$ cat src/rtl/spc700_decadj_seq.sv
// spc700_decadj_seq: multi-cycle DAA/DAS sequencer (coarse 0x60 then fine 0x06 correction).
// Define SPC_DECADJ_FLAGS_EN to register N/Z alongside A_OUT; otherwise they are tied low.
module spc700_decadj_seq #(
    parameter int EXTRA_WAIT = 0
) (
    input  logic       clk,
    input  logic       rst,
    input  logic       en,
    input  logic       start,
    input  logic       op_das,
    input  logic [7:0] a_in,
    input  logic       c_in,
    input  logic       h_in,
    output logic       busy,
    output logic       done,
    output logic [7:0] a_out,
    output logic       c_out,
    output logic       n_out,
    output logic       z_out
);
    typedef enum logic [2:0] {IDLE, LATCH, COARSE, FINE, PAD} state_t;
    localparam logic [1:0] PADS = EXTRA_WAIT > 3 ? 2'd3 : EXTRA_WAIT < 0 ? 2'd0 : 2'(EXTRA_WAIT);
    state_t state, state_n;
    logic [7:0] a_l, t, t_n;
    logic [1:0] cnt, cnt_n;
    logic c_l, h_l, das_l, c, c_n, accept, fin, coarse_adj, fine_adj;
    always_ff @(posedge clk or posedge rst) begin
        if (rst) state <= IDLE;
        else if (en) state <= state_n;
    end
    assign coarse_adj = das_l ? (!c || t > 8'h99) : (c || t > 8'h99);
    assign fine_adj = das_l ? (!h_l || t[3:0] > 4'd9) : (h_l || t[3:0] > 4'd9);
    always_comb begin
        state_n = state;
        t_n = t;
        c_n = c;
        cnt_n = cnt;
        accept = 1'b0;
        fin = 1'b0;
        case (state)
            IDLE: begin
                // a request coinciding with the DONE pulse waits one cycle
                accept = start && !done;
                state_n = accept ? LATCH : IDLE;
            end
            LATCH: begin
                t_n = a_l;
                c_n = c_l;
                state_n = COARSE;
            end
            COARSE: begin
                t_n = coarse_adj ? (das_l ? t - 8'h60 : t + 8'h60) : t;
                c_n = coarse_adj ? !das_l : c;
                state_n = FINE;
            end
            FINE: begin
                t_n = fine_adj ? (das_l ? t - 8'h06 : t + 8'h06) : t;
                cnt_n = 2'd0;
                fin = PADS == 2'd0;
                state_n = fin ? IDLE : PAD;
            end
            PAD: begin
                cnt_n = cnt + 2'd1;
                fin = cnt == PADS - 2'd1;
                state_n = fin ? IDLE : PAD;
            end
            default: state_n = IDLE;
        endcase
    end
    always_ff @(posedge clk or posedge rst) begin
        if (rst) begin
            a_l <= 8'h00;
            c_l <= 1'b0;
            h_l <= 1'b0;
            das_l <= 1'b0;
            t <= 8'h00;
            c <= 1'b0;
            cnt <= 2'd0;
            busy <= 1'b0;
            done <= 1'b0;
            a_out <= 8'h00;
            c_out <= 1'b0;
        end else if (en) begin
            if (accept) begin
                a_l <= a_in;
                c_l <= c_in;
                h_l <= h_in;
                das_l <= op_das;
            end
            t <= t_n;
            c <= c_n;
            cnt <= cnt_n;
            done <= fin;
            busy <= accept ? 1'b1 : fin ? 1'b0 : busy;
            if (state == FINE) begin
                a_out <= t_n;
                c_out <= c;
            end
        end
    end
`ifdef SPC_DECADJ_FLAGS_EN
    always_ff @(posedge clk or posedge rst) begin
        if (rst) begin
            n_out <= 1'b0;
            z_out <= 1'b0;
        end else if (en && state == FINE) begin
            n_out <= t_n[7];
            z_out <= t_n == 8'h00;
        end
    end
`else
    assign n_out = 1'b0;
    assign z_out = 1'b0;
`endif
endmodule

$ cat config.mk
export PLATFORM = sky130hd
export DESIGN_NAME = spc700_decadj_seq
export DESIGN_NICKNAME = d
export VERILOG_FILES = /design/src/rtl/spc700_decadj_seq.sv
export SDC_FILE = /design/constraint.sdc
export NUM_CORES = 1
export LEC_CHECK = 0
export ABC_AREA = 1
export BUFFER_PORTS_ARGS = -buffer_cell sky130_fd_sc_hd__buf_2
export CORE_MARGIN = 1
export CORE_UTILIZATION = 50
export CTS_CLUSTER_SIZE = 25
export DETAILED_ROUTE_END_ITERATION = 12
export GPL_ROUTABILITY_DRIVEN = 0
export PLACE_DENSITY = 0.79
export SYNTH_ARGS = -nofsm -noshare
export SYNTH_HDL_FRONTEND = slang
export SYNTH_SLANG_ARGS = --single-unit
$ cat constraint.sdc
create_clock -name clk -period 1.9 [get_ports clk]
set_clock_uncertainty 0.2 [all_clocks]
set_input_delay 0.57 -clock clk [delete_from_list [all_inputs] [get_ports clk]]
set_output_delay 0.57 -clock clk [all_outputs]
set_load 0.03 [all_outputs]
### Word level (Yosys, flattened, before mapping)

Index checks and enable logic that the tools add are counted.

| storage, ports and cells | value |
|---|---|
| register bits | 36 |
| output and inout bits | 13 |
| input bits | 15 |
| logic and storage cells | 60 |

| cells by class | value |
|---|---|
| equality and inequality tests | 6 |
| mux-type cells | 17 |
| add/sub/neg operators | 5 |
| $lt $le $gt $ge | 2 |
| reduce and logical (&&, ||, !) cells | 18 |

Operator list:

| cell | number |
|---|---|
| 2-to-1 mux 8 bit | 4 |
| one-hot mux 8 bit (3 select lines) | 1 |
| one-hot mux 3 bit (4 select lines) | 1 |
| adder 8 x 3 -> 8 bit, second input constant | 1 |
| adder 8 x 7 -> 8 bit, second input constant | 1 |
| > comparator 8 bit, second input constant | 1 |
| AND reduction 2 bit | 4 |
| subtractor 8 x 3 -> 8 bit, second input constant | 1 |
| subtractor 8 x 7 -> 8 bit, second input constant | 1 |
| 2-to-1 mux 1 bit | 7 |
| == test 3 x 2 -> 1 bit, second input constant | 2 |
| nonzero test 2 bit | 3 |
| > comparator 4 bit, second input constant | 1 |
| logical NOT 1 bit | 4 |
| logical OR 1 bit | 4 |
| one-hot mux 1 bit (2 select lines) | 2 |
| one-hot mux 2 bit (2 select lines) | 1 |
| == test 3 x 1 -> 1 bit, second input constant | 1 |
| == test 3 bit, second input constant | 1 |
| logical NOT 3 bit | 1 |
| 2-to-1 mux 3 bit | 1 |
| AND reduction 3 bit | 1 |
| adder 2 x 1 -> 2 bit, second input constant | 1 |
| == test 2 bit, second input constant | 1 |
| 2 further kinds | 2 |

### Longest topological paths before layout

| depth | value |
|---|---|
| depth in word-level cells | 5 |
| mapped depth | 12 |
| depth with buffers taken out | 12 |

### Worst setup path after synthesis

OpenSTA, ideal clock, no wires.

| timing path | value |
|---|---|
| kind | flip-flop to flip-flop |
| start point | register das_l |
| end point | register a_out[7] |
| setup time | 117 ps |
| data required time | 1,583 ps |
| data arrival time | 1,585 ps |
| setup slack | -2 ps |
| cell stages (with the launch flop) | 11 |
| buffers on the path | 0 |
| period minus slack after synthesis | 1,902 ps |
| cells stage by stage | dfrtp_1 > inv_2 > fa_1 > nand2_1 > nand2_1 > nand3_1 > a21oi_1 > o21bai_1 > nand2_1 > nand3_1 > nand2_1 |

| on the way | value |
|---|---|
| longest elaborated chain between the ends | 3 |
| elaborated cells on any way between the ends | 7 |
| classes of those cells | 7 x mux |

Ends and longest elaborated chain:

| element | line | text |
|---|---|---|
| start: declaration | 26 | `logic c_l, h_l, das_l, c, c_n, accept, fin, coarse_adj, fine_adj;` |
| start signal: assignment | 88 | `das_l <= op_das;` |
| 2-to-1 mux 8 bit (tied with other cells) | 57 | `t_n = fine_adj ? (das_l ? t - 8'h06 : t + 8'h06) : t;` |
| 2-to-1 mux 8 bit (on tied branches) | 57, 52 |  |
| one-hot mux 8 bit (3 select lines) (*) | 40 | `case (state)` |
| end signal: assignment | 96 | `a_out <= t_n;` |
| end: declaration | 16 | `output logic [7:0] a_out,` |

Every way passes the cells marked *; elsewhere a longest branch is shown, timed or not.
A chain may end at the register's enable or synchronous reset.

### Worst setup path after layout

| timing path | value |
|---|---|
| start point | register das_l |
| end point | register t[7] |

| on the way | value |
|---|---|
| longest elaborated chain between the ends | 3 |
| elaborated cells on any way between the ends | 7 |
| classes of those cells | 7 x mux |

Ends and longest elaborated chain:

| element | line | text |
|---|---|---|
| 2-to-1 mux 8 bit (tied with other cells) | 57 |  |
| 2-to-1 mux 8 bit (on tied branches) | 57, 52 |  |
| one-hot mux 8 bit (3 select lines) (*) | 40 |  |
| end signal: assignment | 90 | `t <= t_n;` |
| end: declaration | 24 | `logic [7:0] a_l, t, t_n;` |

Marked as above.

==> impl_metrics.py <==
metrics = {
    "synthesis": {
        "syn_area_um2": 2130,
        "synth_seq_area_share_pct": 42.3,
        "synth_area_leaders": "dfrtp_1 (42%), nand2_1 (15%), nand3_1 (5.2%), mux2_4 (4.9%), ha_1 (4.1%)",
        "yosysMostFrequentCell": "nand2_1",
        "postSynthAreaPerCell_um2": 8.33,
        "synth.top_cells.by_count": "nand2_1 (85), dfrtp_1 (36), nand3_1 (22), inv_1 (21), o21ai_0 (11)",
        "synth_warnings": 0,
        "synthCells": 256,
        "synth-edff-count": 0,
        "ys_types": 32,
        "async_flop_share_pct": 100,
        "synth_top_area_share_pct": 42.3,
        "ys_ff_latch": 36,
        "synthFlopType": "dfrtp_1",
        "yosysTopAreaCell": "dfrtp_1",
    },
    "cells_and_area": {
        "area_delta_synth_final_pct": 20.4,
        "drive_gt1_share_pct": 33.8,
        "stdcell_count": 346,
        "fin_util_pct": 63.2,
        "fillers": 329,
        "fin_nets": 320,
        "diodes": 0,
        "final_cell_area_um2": 2570,
    },
    "worst_setup_path": {
        "cp-start-kind": "register",
        "arrival_ns": 1.93,
        "crit_path_end_kind": "register",
        "path_cells": "ha_1 -> or2_2 -> nand3_1 -> a21oi_1 -> o21bai_1 -> nand2_1 -> nand3_1 -> nand2_1",
        "ff2ff_path_depth": 8,
        "rrSetupSlack_ns": -0.04,
        "max_stage_delay_ns": 0.47,
        "cp_max_fo": 6,
        "crit_slowest_cell": "dfrtp_2",
        "cp.required_ns": 1.89,
        "regToRegEndpoint": "t[7]",
        "critical_path_class": "reg -> reg",
        "regToRegStartpoint": "das_l",
    },
    "outcome": {
        "outcome": "finished with violations",
        "violations": "negative setup slack",
    },
    "floorplan": {
        "die_x_um": 67.3,
        "core_um2": 4060,
        "core.rowCount": 23,
        "io_pins": 28,
        "die-area_um2": 4530,
        "die_h_um": 67.3,
        "start_util_pct": 52.5,
    },
    "detailed_routing": {
        "m1WireLength_um": 2080,
        "viasPerCell": 5.27,
        "wl_um": 4810,
        "postRouteAntennaNets": 0,
        "highest_layer": "met4",
        "drc_errors": 0,
        "first_iter_violations": 138,
        "dr.pass1.iters": 4,
        "vias": 1825,
        "route.met2.wl_um": 2390,
        "wl_met3_um": 235,
        "wl_per_cell_um": 13.9,
    },
    "timing": {
        "finalHoldViolations": 0,
        "timing.fmax_mhz": 514,
        "rsz0062_at_grt": "yes",
        "min_period_ns": 1.94,
        "period_share_pct": 102,
        "worst_slack_ns": -0.0447,
        "slew_viol_final": 0,
        "hold-worst-slack_ns": 0.0719,
        "final-setup-viol-count": 3,
    },
    "clocking": {
        "clockBufferDepth": 2,
        "cts_max_level": 2,
        "holdBufCountCts": 0,
        "clk_pin_slew_ns": 0.07,
        "insertion_delay_ns": 0.29,
        "clock_sinks": 36,
        "cts_buffers": 5,
        "root_buffer": "clkbuf_8",
        "cts_tree": "done",
    },
    "worst_hold_path": {
        "hold_path.class": "in -> async",
    },
    "place": {
        "dp_hpwl_um": 3490,
        "place_ws_ns": -0.0575,
        "portBuffers": 25,
        "place_inst": 337,
        "place_area_um2": 2360,
    },
    "grt": {
        "grt_max_degree": 27,
        "grt_pass1_wl_um": 7460,
        "antenna_found_initial": 0,
        "track_usage_pct": 23.2,
        "grt-ovfl-total": 0,
        "grt_pass1_vias": 1617,
    },
    "pwr": {
        "power.leakage_uw": 0.00136,
        "pwr_density_cell_nw_per_um2": 1870,
        "ir_drop_mv": 0.911,
    },
    "run": {
        "cap_violations": 0,
    },
}
metal layers:
layer,up-vias,GRT usage [%]
met4,0,10.4
met2,47,36.8
li1,902,-
met3,9,5.74
met1,867,30.0
met5,-,0
critical path, delay by kind of cell (launching register included):
kind            cells  cell delay (ns)
compound gates      2             0.21
fa+ha+maj           1             0.30
flops               1             0.47
simple gates        5             0.65
kinds of logic (layout without fill, tap and decap cells):
family | count (synthesis) | after routing | share of synthesized area [%]
XOR/XNOR | 3 | 3 | 1.23
other | 1 | 2 | 0.176
AND/OR/NAND/NOR | 130 | 130 | 27.2
flip-flops | 36 | 36 | 42.3
AO/OA/AOI/OAI | 32 | 32 | 8.80
multiplexers | 11 | 11 | 6.98
buffers and inverters | 34 | 73 | 7.34
adder cells (fa/ha/maj) | 9 | 9 | 5.99
registers in the layout, indices dropped and copies added, names as in the netlist, 2 cells and up:
| register | count |
|---|---|
| state | 3 |
| a_l | 8 |
| cnt | 2 |
| a_out | 8 |
| t | 8 |
worst max path at each step:
stage / startpoint / endpoint / slack, ns / cells after the start
5_1_grt: das_l / t[7] / -0.13 / 8
2_1_floorplan: das_l / a_out[7] / 0.04 / 8
4_1_cts: das_l / t[6] / -0.03 / 10
3_3_place_gp: das_l / t[6] / -0.02 / 10
3_5_place_dp: das_l / t[6] / -0.06 / 10
6_report: das_l / t[7] / -0.04 / 8
cell type report:
cell class	instances	area (um^2)	share of cell area (%)
inverters	28	106	4.14
flip-flops and latches	36	902	35.2
clock buffers	7	96.3	3.75
well taps	50	62.6	2.44
multi-input cells	187	1170	45.5
repair buffers	38	230	8.97
layout by cell type, fill, tap and decap left out, types with 2 or more instances in the layout:
master	n
a21oi_1	8
a21oi_2	3
buf_2	25
buf_4	11
buf_6	2
clkbuf_8	7
conb_1	2
dfrtp_1	35
fa_2	2
ha_1	6
inv_1	20
inv_2	7
mux2_2	3
mux2_4	7
nand2_1	78
nand2_2	13
nand3_1	17
nand3_2	4
nor2_1	7
nor2_2	3
nor2_4	2
o211ai_1	4
o21ai_0	11
o21bai_1	2
or2_2	2
xnor2_1	2
per-stage QoR:
step	setup TNS, ns	power, uW
6_report	-0.0857	4810
5_1_grt	-0.510	5190
4_1_cts	-0.0954	4530
3_5_place_dp	-0.189	3900
3_3_place_gp	-0.0406	3830
2_1_floorplan	0	3250
power breakdown:
group / switching [uW] / leakage, uW / total (uW) / internal [uW]
logic: 1700 / 0.000864 / 2840 / 1140
clock network: 258 / 0.0000503 / 580 / 322
registers: 278 / 0.000448 / 1390 / 1110
timing repair:
item / CTS / global route
gates cloned: 0 / 0
gates resized for setup: 2 / 22
endpoints found under the setup margin: 4 / 10
setup buffers: 0 / 2
pin swaps: 0 / 9
Note: power is estimated with default switching activity, not from simulation.
